[config.mk]
export PLATFORM = sky130hd
export DESIGN_NAME = pipe_stage_reg
export DESIGN_NICKNAME = d
export VERILOG_FILES = /design/src/rtl/pipe_stage_reg.sv
export SDC_FILE = /design/constraint.sdc
export NUM_CORES = 1
export LEC_CHECK = 0
export CORE_ASPECT_RATIO = 0.75
export CORE_MARGIN = 10
export CORE_UTILIZATION = 35
export CTS_CLUSTER_SIZE = 24
export DETAILED_ROUTE_END_ITERATION = 6
export GPL_TIMING_DRIVEN = 0
export HOLD_SLACK_MARGIN = 0.06
export PLACE_DENSITY = 0.6
export SLEW_MARGIN = 20
export SYNTH_ARGS = -nofsm -noshare
export SYNTH_HDL_FRONTEND = slang
export SYNTH_SLANG_ARGS = --single-unit
export TNS_END_PERCENT = 10
[constraint.sdc]
create_clock -name CLK -period 1.35 [get_ports CLK]
set_input_delay 0.2025 -clock CLK [delete_from_list [all_inputs] [get_ports CLK]]
set_output_delay 0.2025 -clock CLK [all_outputs]
set_load 0.05 [all_outputs]
[src/rtl/pipe_stage_reg.sv]
// rtl/pipe_stage_reg.sv - elastic pipeline-stage register with 2-entry skid, flush and bubble counter
//
// One instance sits between two pipeline stages. It holds a main entry, which
// drives the outputs, and a skid entry, which absorbs one extra beat when the
// downstream stage stalls. Together they keep full throughput while IN_READY
// stays a registered signal.
//
// Parameters:
//   CTRL_W     width of the control bundle (zeroed on reset and flush)
//   DATA_W     width of the data bundle
//   FLUSH_DATA 1 = data bundle also zeroed on flush, 0 = data held on flush
//   CNT_W      width of the saturating bubble counter (>= 2)
//
// Ports:
//   CLK, RST              clock, synchronous active-high reset
//   IN_VALID/IN_READY     upstream handshake (IN_READY = skid empty, registered)
//   IN_CTRL, IN_DATA      upstream bundles
//   FLUSH                 drop all held entries and any entry offered this cycle
//   OUT_VALID/OUT_READY   downstream handshake
//   OUT_CTRL, OUT_DATA    main-entry bundles (OUT_CTRL forced to 0 when invalid)
//   BUBBLE_CNT            cycles with OUT_VALID=0 since reset, saturating

module pipe_stage_reg #(
    parameter int CTRL_W     = 16,
    parameter int DATA_W     = 112,
    parameter int FLUSH_DATA = 0,
    parameter int CNT_W      = 16
) (
    input  logic              CLK,
    input  logic              RST,
    input  logic              IN_VALID,
    output logic              IN_READY,
    input  logic [CTRL_W-1:0] IN_CTRL,
    input  logic [DATA_W-1:0] IN_DATA,
    input  logic              FLUSH,
    output logic              OUT_VALID,
    input  logic              OUT_READY,
    output logic [CTRL_W-1:0] OUT_CTRL,
    output logic [DATA_W-1:0] OUT_DATA,
    output logic [CNT_W-1:0]  BUBBLE_CNT
);

    logic              m_v_q, m_v_d;
    logic [CTRL_W-1:0] m_ctrl_q, m_ctrl_d;
    logic [DATA_W-1:0] m_data_q, m_data_d;
    logic              s_v_q, s_v_d;
    logic [CTRL_W-1:0] s_ctrl_q, s_ctrl_d;
    logic [DATA_W-1:0] s_data_q, s_data_d;
    logic [CNT_W-1:0]  bubble_cnt_q, bubble_cnt_d;

    logic acc;
    logic drn;

    assign IN_READY   = ~s_v_q;
    assign OUT_VALID  = m_v_q;
    assign OUT_CTRL   = m_v_q ? m_ctrl_q : '0;
    assign OUT_DATA   = m_data_q;
    assign BUBBLE_CNT = bubble_cnt_q;

    assign acc = IN_VALID & ~s_v_q;
    assign drn = m_v_q & OUT_READY;

    always_comb begin
        m_v_d    = m_v_q;
        m_ctrl_d = m_ctrl_q;
        m_data_d = m_data_q;
        s_v_d    = s_v_q;
        s_ctrl_d = s_ctrl_q;
        s_data_d = s_data_q;

        if (FLUSH) begin
            // A drain this cycle has already completed downstream; everything
            // still held, and anything offered, becomes a bubble.
            m_v_d    = 1'b0;
            s_v_d    = 1'b0;
            m_ctrl_d = '0;
            s_ctrl_d = '0;
            if (FLUSH_DATA != 0) begin
                m_data_d = '0;
                s_data_d = '0;
            end
        end else if (drn) begin
            if (s_v_q) begin
                // acc cannot occur here because IN_READY is low while skid is full.
                m_v_d    = 1'b1;
                m_ctrl_d = s_ctrl_q;
                m_data_d = s_data_q;
                s_v_d    = 1'b0;
            end else if (acc) begin
                m_v_d    = 1'b1;
                m_ctrl_d = IN_CTRL;
                m_data_d = IN_DATA;
            end else begin
                m_v_d = 1'b0;
            end
        end else if (acc) begin
            if (m_v_q) begin
                s_v_d    = 1'b1;
                s_ctrl_d = IN_CTRL;
                s_data_d = IN_DATA;
            end else begin
                m_v_d    = 1'b1;
                m_ctrl_d = IN_CTRL;
                m_data_d = IN_DATA;
            end
        end
    end

    always_comb begin
        bubble_cnt_d = bubble_cnt_q;
        if (!m_v_q && !(&bubble_cnt_q)) begin
            bubble_cnt_d = bubble_cnt_q + 1'b1;
        end
    end

    always_ff @(posedge CLK) begin
        if (RST) begin
            m_v_q        <= 1'b0;
            m_ctrl_q     <= '0;
            m_data_q     <= '0;
            s_v_q        <= 1'b0;
            s_ctrl_q     <= '0;
            s_data_q     <= '0;
            bubble_cnt_q <= '0;
        end else begin
            m_v_q        <= m_v_d;
            m_ctrl_q     <= m_ctrl_d;
            m_data_q     <= m_data_d;
            s_v_q        <= s_v_d;
            s_ctrl_q     <= s_ctrl_d;
            s_data_q     <= s_data_d;
            bubble_cnt_q <= bubble_cnt_d;
        end
    end

endmodule

==> results.yml, run 1 <==
status:
  result_of_the_run: "complete, but fails checks"
  violations_in_the_final_reports: "negative setup slack"
cells_and_area:
  finalNonFillerCells: 2029
  multi_input_area_um2: 5936
  design.final.nets: 1736
  seqCellArea_um2: 5560
  area_delta_synth_final_pct: 56.84
  drive_above_1_share_pct: 32.86
  num-fill-cells: 2782
  post-route-util_pct: 55.74
yosys:
  netlist_top_cells_count: "sky130_fd_sc_hd__dfxtp_1, sky130_fd_sc_hd__nand2_1, sky130_fd_sc_hd__a21oi_1"
  compound_gate_portion_of_the_synthesized_area_pct: 16.41
  synth_async_sr_flop_share_pct: 0
  number_of_flops_mapped_to_enable_cells_by_yosys: 0
  synth-seq-area-share_pct: 49.28
  synth_largest_area_cell: "sky130_fd_sc_hd__dfxtp_1"
  yosysTopAreaCellShare_pct: 49.28
  synth-adder-area-share_pct: 0.1124
  yosys.area_share.simple_pct: 17.29
  main_combinational_cell_family_by_area_after_synthesis: "simple AND/OR/NAND/NOR gates"
  yosysUniqueCellTypes: 48
  synth.area.mux_share_pct: 11.60
  post_synth_xor_area_fraction_pct: 0
  yosysWarnings: 0
  synthFlopType: "sky130_fd_sc_hd__dfxtp_1"
  synthesis.area_um2: 11130
  synth.net_count: 1396
  mapped_avg_cell_area_um2: 8.821
  dominant_cells_by_area_after_synthesis: "sky130_fd_sc_hd__dfxtp_1, sky130_fd_sc_hd__mux2i_1, sky130_fd_sc_hd__nand2_1"
  synth.ff_latch_count: 274
  synthMostInstantiatedCell: "sky130_fd_sc_hd__dfxtp_1"
  postSynthCellCount: 1262
detailed_routing:
  wirelength_um: 38950
  detailroute.via_count: 10270
  avgRoutedWirePerCell_um: 19.20
  post-route-drc-count: 0
  antenna_violating_nets_post_route: 0
  detail_route.vias_per_cell: 5.063
  dr.pass1.iters: 5
  initialDrtViolationCount: 583
setup_path:
  worstPathCellList: "buf_6, buf_4, nand4b_1, or4_1, nor3_1, a211oi_1"
  timing.critical_path.buf_inv: 2
  worstPathMaxFanout: 6
  cp_slowest_stage_delay_ps: 510
  worst_path_max_delay_cell: "sky130_fd_sc_hd__or4_1"
  path_delay_family: "simple AND/OR/NAND/NOR gates"
  crit_arrival_ps: 2120
  worst_setup_path_start_kind: "flop"
  worst-setup-path-type: "flop to flop"
  critPathCaptureType: "flop"
  data_required_time_at_the_worst_endpoint_ps: 1750
floorplan:
  design.die.area_um2: 39410
  row_count: 56
  chipWidth_um: 225.9
  pin_count: 279
  core_region_area_um2: 31320
  chipHeight_um: 174.5
  initial_core_util_pct: 35.54
sta:
  fmax_mhz: 581.3
  slew_viol_final: 0
  worst_slack_ps: -370.1
  whs_ps: 228.0
  transition_time_at_the_pin_with_the_least_slew_margin_ps: 875.2
  post-route-period-util_pct: 127.4
  finalCriticalPeriod_ps: 1720
  timing.final.hold_violations: 0
  slew-limit-headroom_pct: 41.66
  clock-skew-final_ps: 11.02
  grt_setup_unrepaired: "true"
  setup-violations-final: 280
placement:
  gpl_wtd_cong: 0.7702
  port_buffers: 277
  detailedPlacementHpwl_um: 26900
  place_inst: 1945
clocking:
  clock_tree.buffer_depth: 3
  clk_pin_slew_ps: 60
  cts_max_level: 1
  tritoncts: "yes"
  cts.sink_count: 274
  clock_buffer_count_from_cts: 29
  postCtsHoldBufs: 0
  worstSkewPairLatency_ps: 550
  cts_root_buf: "sky130_fd_sc_hd__clkbuf_16"
power_and_ir_drop:
  comb_power_share_pct: 16.8
  total_switching_power_mw: 5.501
  irDropWorstVdd_mv: 0.8522
  power.share.sequential_pct: 43.2
  clockPowerShare_pct: 40.0
  total_power_mw: 19.84
  internal_power_mw: 14.34
  leakage_nw: 7.215
  switching_share_pct: 27.72
  power_density_nw_per_um2: 1137
global_routing:
  antenna_found_initial: 4
  largest_net_degree_at_the_start_of_global_routing: 14
  grt-ovfl-total: 0
  first_pass_grt_wire_length_um: 59260
  grt_util_all_layers_pct: 18.87
  first_global_vias: 10040
min_path:
  min-delay-path-class: "primary input to flop"
flow_run:
  max_cap_viol_count: 0
[power by group through the flow]
stage	Combinational (mW)	Sequential [mW]	Clock [mW]
3_5_place_dp	2.98	8.73	0
6_report	3.33	8.58	7.93
5_1_grt	3.54	8.61	8.43
3_3_place_gp	2.97	8.72	0
2_1_floorplan	0.829	9.57	0
4_1_cts	3.14	8.56	8.10
[flip-flops by register name (all words and copies together) (netlist names)]
register,flops
BUBBLE_CNT,16
OUT_DATA,112
m_ctrl_q,16
s_v_q,1
s_ctrl_q,16
s_data_q,112
OUT_VALID,1
[through the flow]
| step | setup slack, ps | cell area (um2) | setup TNS (ps) |
|---|---|---|---|
| after global routing | -413.1 | 17460 | -83190 |
| after CTS | -378.8 | 16690 | -88230 |
| after floorplan | -198.3 | 11270 | -42240 |
| after global placement | -978.6 | 14560 | -217690 |
| final | -370.1 | 17460 | -58990 |
| after detailed placement | -1008 | 14560 | -222180 |
[cells by family after synthesis]
group	Yosys count
AO/OA/AOI/OAI	287
adder cells (fa/ha/maj)	1
multiplexers	129
AND/OR/NAND/NOR	459
flip-flops	274
buffers and inverters	112
[worst paths after layout]
path                              from                          end  slack (ps)  depth (start not counted)
max reg2reg     OUT_VALID$_SDFFE_PP0P_  BUBBLE_CNT[15]$_SDFFE_PP0P_        -370                          6
max             OUT_VALID$_SDFFE_PP0P_  BUBBLE_CNT[15]$_SDFFE_PP0P_        -370                          6
min                        IN_DATA[63]    s_data_q[63]$_SDFFE_PP0P_         230                          3
min reg2reg  s_data_q[79]$_SDFFE_PP0P_    s_data_q[79]$_SDFFE_PP0P_         450                          2
[layer usage]
metal  up-vias  global-route usage [%]  part of all wire [%]
li1       5055                       -                     -
met1      4892                   25.32                    45
met2       262                   29.77                    46
met5         -                       0                 0.092
met3        58                   4.373                   5.8
met4         6                   4.942                   2.3
[cells in the final DEF, fill, tap and decap left out, types with 5 or more instances in the layout]
cell,instances
sky130_fd_sc_hd__nor2_1,136
sky130_fd_sc_hd__dfxtp_4,18
sky130_fd_sc_hd__mux2i_1,122
sky130_fd_sc_hd__clkbuf_16,37
sky130_fd_sc_hd__a211oi_2,65
sky130_fd_sc_hd__dfxtp_1,250
sky130_fd_sc_hd__clkbuf_8,5
sky130_fd_sc_hd__nand2_1,194
sky130_fd_sc_hd__nand2_4,16
sky130_fd_sc_hd__nor3_1,6
sky130_fd_sc_hd__a21oi_1,107
sky130_fd_sc_hd__buf_16,8
sky130_fd_sc_hd__clkinv_2,5
sky130_fd_sc_hd__clkbuf_4,11
sky130_fd_sc_hd__clkbuf_1,36
sky130_fd_sc_hd__buf_4,89
sky130_fd_sc_hd__buf_8,40
sky130_fd_sc_hd__dfxtp_2,6
sky130_fd_sc_hd__and2_4,17
sky130_fd_sc_hd__buf_6,68
sky130_fd_sc_hd__nand2_2,53
sky130_fd_sc_hd__nand3_1,6
sky130_fd_sc_hd__clkbuf_2,5
sky130_fd_sc_hd__a211oi_1,65
sky130_fd_sc_hd__a21oi_2,32
sky130_fd_sc_hd__o21ai_0,5
sky130_fd_sc_hd__clkdlybuf4s50_1,131
sky130_fd_sc_hd__buf_12,22
[worst register-to-register path: stages (launching register included)]
cell	delay (ps)
sky130_fd_sc_hd__dfxtp_4	360
sky130_fd_sc_hd__buf_6	140
sky130_fd_sc_hd__buf_4	140
sky130_fd_sc_hd__nand4b_1	190
sky130_fd_sc_hd__or4_1	510
sky130_fd_sc_hd__nor3_1	150
sky130_fd_sc_hd__a211oi_1	70
[cell type report]
cell class | instances | share of cell area [%]
antenna | 1 | 0.01433
buffer | 105 | 6.478
clock buffer | 44 | 5.009
clock inverter | 7 | 0.3655
inverter | 6 | 0.1433
multi-input combinational | 876 | 34.00
sequential | 274 | 31.85
tap | 406 | 2.910
timing repair buffer | 310 | 19.23
[timing repair]
item	CTS	global route
hold endpoints to repair	0	0
resized for setup	879	477
setup endpoints to repair	412	389
cloned	11	4
buffers inserted	13	5
pin swaps	42	48
No activity file was read; power rests on OpenSTA's default activity.
==> inputs of run 2 (changes only) <==
CORE_MARGIN = 8   (was 10)
==> run 2 against run 1 <==
Against the previous run: highest routed layer unchanged; first-iteration DRC count grew 10%; non-clock buffer count is 4 higher; the run still ends with negative setup slack left; worst setup slack gained 3.8 ps; cell count up 0.30%; die area shrank 4.0%.
==> results.yml, run 2 (synthesized netlist as in run 1, its figures left out) <==
status:
  result_of_the_run: "complete, but fails checks"
  violations_in_the_final_reports: "negative setup slack"
global_routing:
  largest_net_degree_at_the_start_of_global_routing: 15
  first_pass_grt_wire_length_um: 57700
  fraction_of_met1_tracks_used_by_global_routing_pct: 25.05
  gr-usage-met2_pct: 30.80
  antenna_found_initial: 6
  first_global_vias: 10060
  m3_gr_usage_pct: 4.678
  globalRoute.busiestLayer: "met2"
  grt-ovfl-total: 0
  grt_util_all_layers_pct: 19.01
floorplan:
  core_region_area_um2: 31320
  pin_count: 279
  initial_core_util_pct: 35.54
  chipWidth_um: 221.9
  row_count: 56
  design.die.area_um2: 37830
  chipHeight_um: 170.5
detailed_routing:
  initialDrtViolationCount: 644
  avgRoutedWirePerCell_um: 18.85
  detailroute.via_count: 10310
  wirelength_um: 38360
  post-route-drc-count: 0
  antenna_violating_nets_post_route: 0
  detail_route.vias_per_cell: 5.067
  dr.pass1.iters: 5
sta:
  clock-skew-final_ps: 7.048
  grt_setup_unrepaired: "true"
  post-route-period-util_pct: 127.1
  slew-limit-headroom_pct: 39.39
  timing.final.hold_violations: 0
  setup-violations-final: 277
  finalCriticalPeriod_ps: 1716
  slew_viol_final: 0
  worst_slack_ps: -366.3
  transition_time_at_the_pin_with_the_least_slew_margin_ps: 909.1
  fmax_mhz: 582.6
  whs_ps: 230.4
placement:
  port_buffers: 277
  detailedPlacementHpwl_um: 26340
  gpl_wtd_cong: 0.8039
  post_dp_cell_area_um2: 14560
power_and_ir_drop:
  switching_share_pct: 26.81
  leakage_nw: 7.213
  internal_power_mw: 15.01
  irDropWorstVdd_mv: 0.6644
  total_switching_power_mw: 5.497
  comb_power_share_pct: 15.9
  clockPowerShare_pct: 42.4
  power_density_nw_per_um2: 1194
  power.share.sequential_pct: 41.8
cells_and_area:
  drive_above_1_share_pct: 30.18
  post-route-util_pct: 54.84
  area_delta_synth_final_pct: 54.30
  fin_area_um2: 17180
  design.final.nets: 1739
  most-common-layout-cells: "sky130_fd_sc_hd__dfxtp_1, sky130_fd_sc_hd__nand2_1, sky130_fd_sc_hd__nor2_1, sky130_fd_sc_hd__clkdlybuf4s50_1, sky130_fd_sc_hd__buf_4"
  final_common_cell: "sky130_fd_sc_hd__dfxtp_1"
clocking:
  cts_max_level: 1
  clock_tree.buffer_depth: 3
  postCtsHoldBufs: 0
  clk_pin_slew_ps: 60
  clock_buffer_count_from_cts: 28
  tritoncts: "yes"
  cts.sink_count: 274
  worstSkewPairLatency_ps: 550
  cts_root_buf: "sky130_fd_sc_hd__clkbuf_16"
setup_path:
  worst_setup_path_start_kind: "flop"
  worstPathMaxFanout: 7
  worst-setup-path-type: "flop to output port"
  critPathCaptureType: "output port"
  data_required_time_at_the_worst_endpoint_ps: 1150
  crit_arrival_ps: 1510
min_path:
  min-delay-path-class: "primary input to flop"
flow_run:
  max_cap_viol_count: 0
==> run 2: cell type report <==
class	instances	area [um2]
Fill cell	2835	14140
Multi-Input combinational cell	876	5754
Sequential cell	274	5557
Timing Repair Buffer	315	3237
Buffer	104	1045
Clock buffer	41	860.8
Tap cell	406	508.0
Clock inverter	11	185.2
Inverter	6	25.02
Antenna cell	2	5.005
==> run 2: final timing paths <==
path | startpoint | to | slack (ps) | cells past startpoint
max | OUT_VALID$_SDFFE_PP0P_ | OUT_CTRL[15] | -370 | 4
max reg2reg | OUT_VALID$_SDFFE_PP0P_ | BUBBLE_CNT[15]$_SDFFE_PP0P_ | -350 | 6
min | IN_DATA[13] | s_data_q[13]$_SDFFE_PP0P_ | 230 | 3
min reg2reg | s_data_q[79]$_SDFFE_PP0P_ | s_data_q[79]$_SDFFE_PP0P_ | 450 | 2
==> run 2: per-stage QoR <==
stage	setup TNS [ps]	total power, mW	cells	setup WS [ps]
global route	-88730	21.30	2035	-436.9
detailed placement	-224240	11.71	1945	-1027
floorplan	-42240	10.39	1262	-198.3
finish	-66310	20.50	2035	-366.3
CTS	-90360	20.52	2026	-392.5
global placement	-215600	11.68	1945	-954.6
==> run 2: repair_timing <==
action / in CTS / in global routing
cloned: 13 / 0
setup buffers: 16 / 9
gates resized for setup: 898 / 360
setup endpoints to repair: 413 / 382
pin swaps: 29 / 29
hold endpoints to repair: 0 / 0
==> run 2: metal layers <==
metal	up-vias	wire length [um]
li1	5053	-
met2	265	17710
met5	-	54
met3	69	2032
met1	4916	17560
met4	8	1009
==> run 2: worst max-delay path: stages, from the launching register on <==
cell and delay, ps:
sky130_fd_sc_hd__dfxtp_4 390, sky130_fd_sc_hd__buf_8 140, sky130_fd_sc_hd__clkbuf_16 150, sky130_fd_sc_hd__and2_4 150, sky130_fd_sc_hd__buf_8 140
==> run 2: power groups by stage <==
| stage | combinational (mW) | sequential (mW) | clock, mW |
|---|---|---|---|
| floorplan | 0.829 | 9.57 | 0 |
| global placement | 2.97 | 8.72 | 0 |
| detailed placement | 2.98 | 8.73 | 0 |
| CTS | 3.07 | 8.56 | 8.89 |
| global route | 3.44 | 8.60 | 9.26 |
| finish | 3.25 | 8.57 | 8.69 |
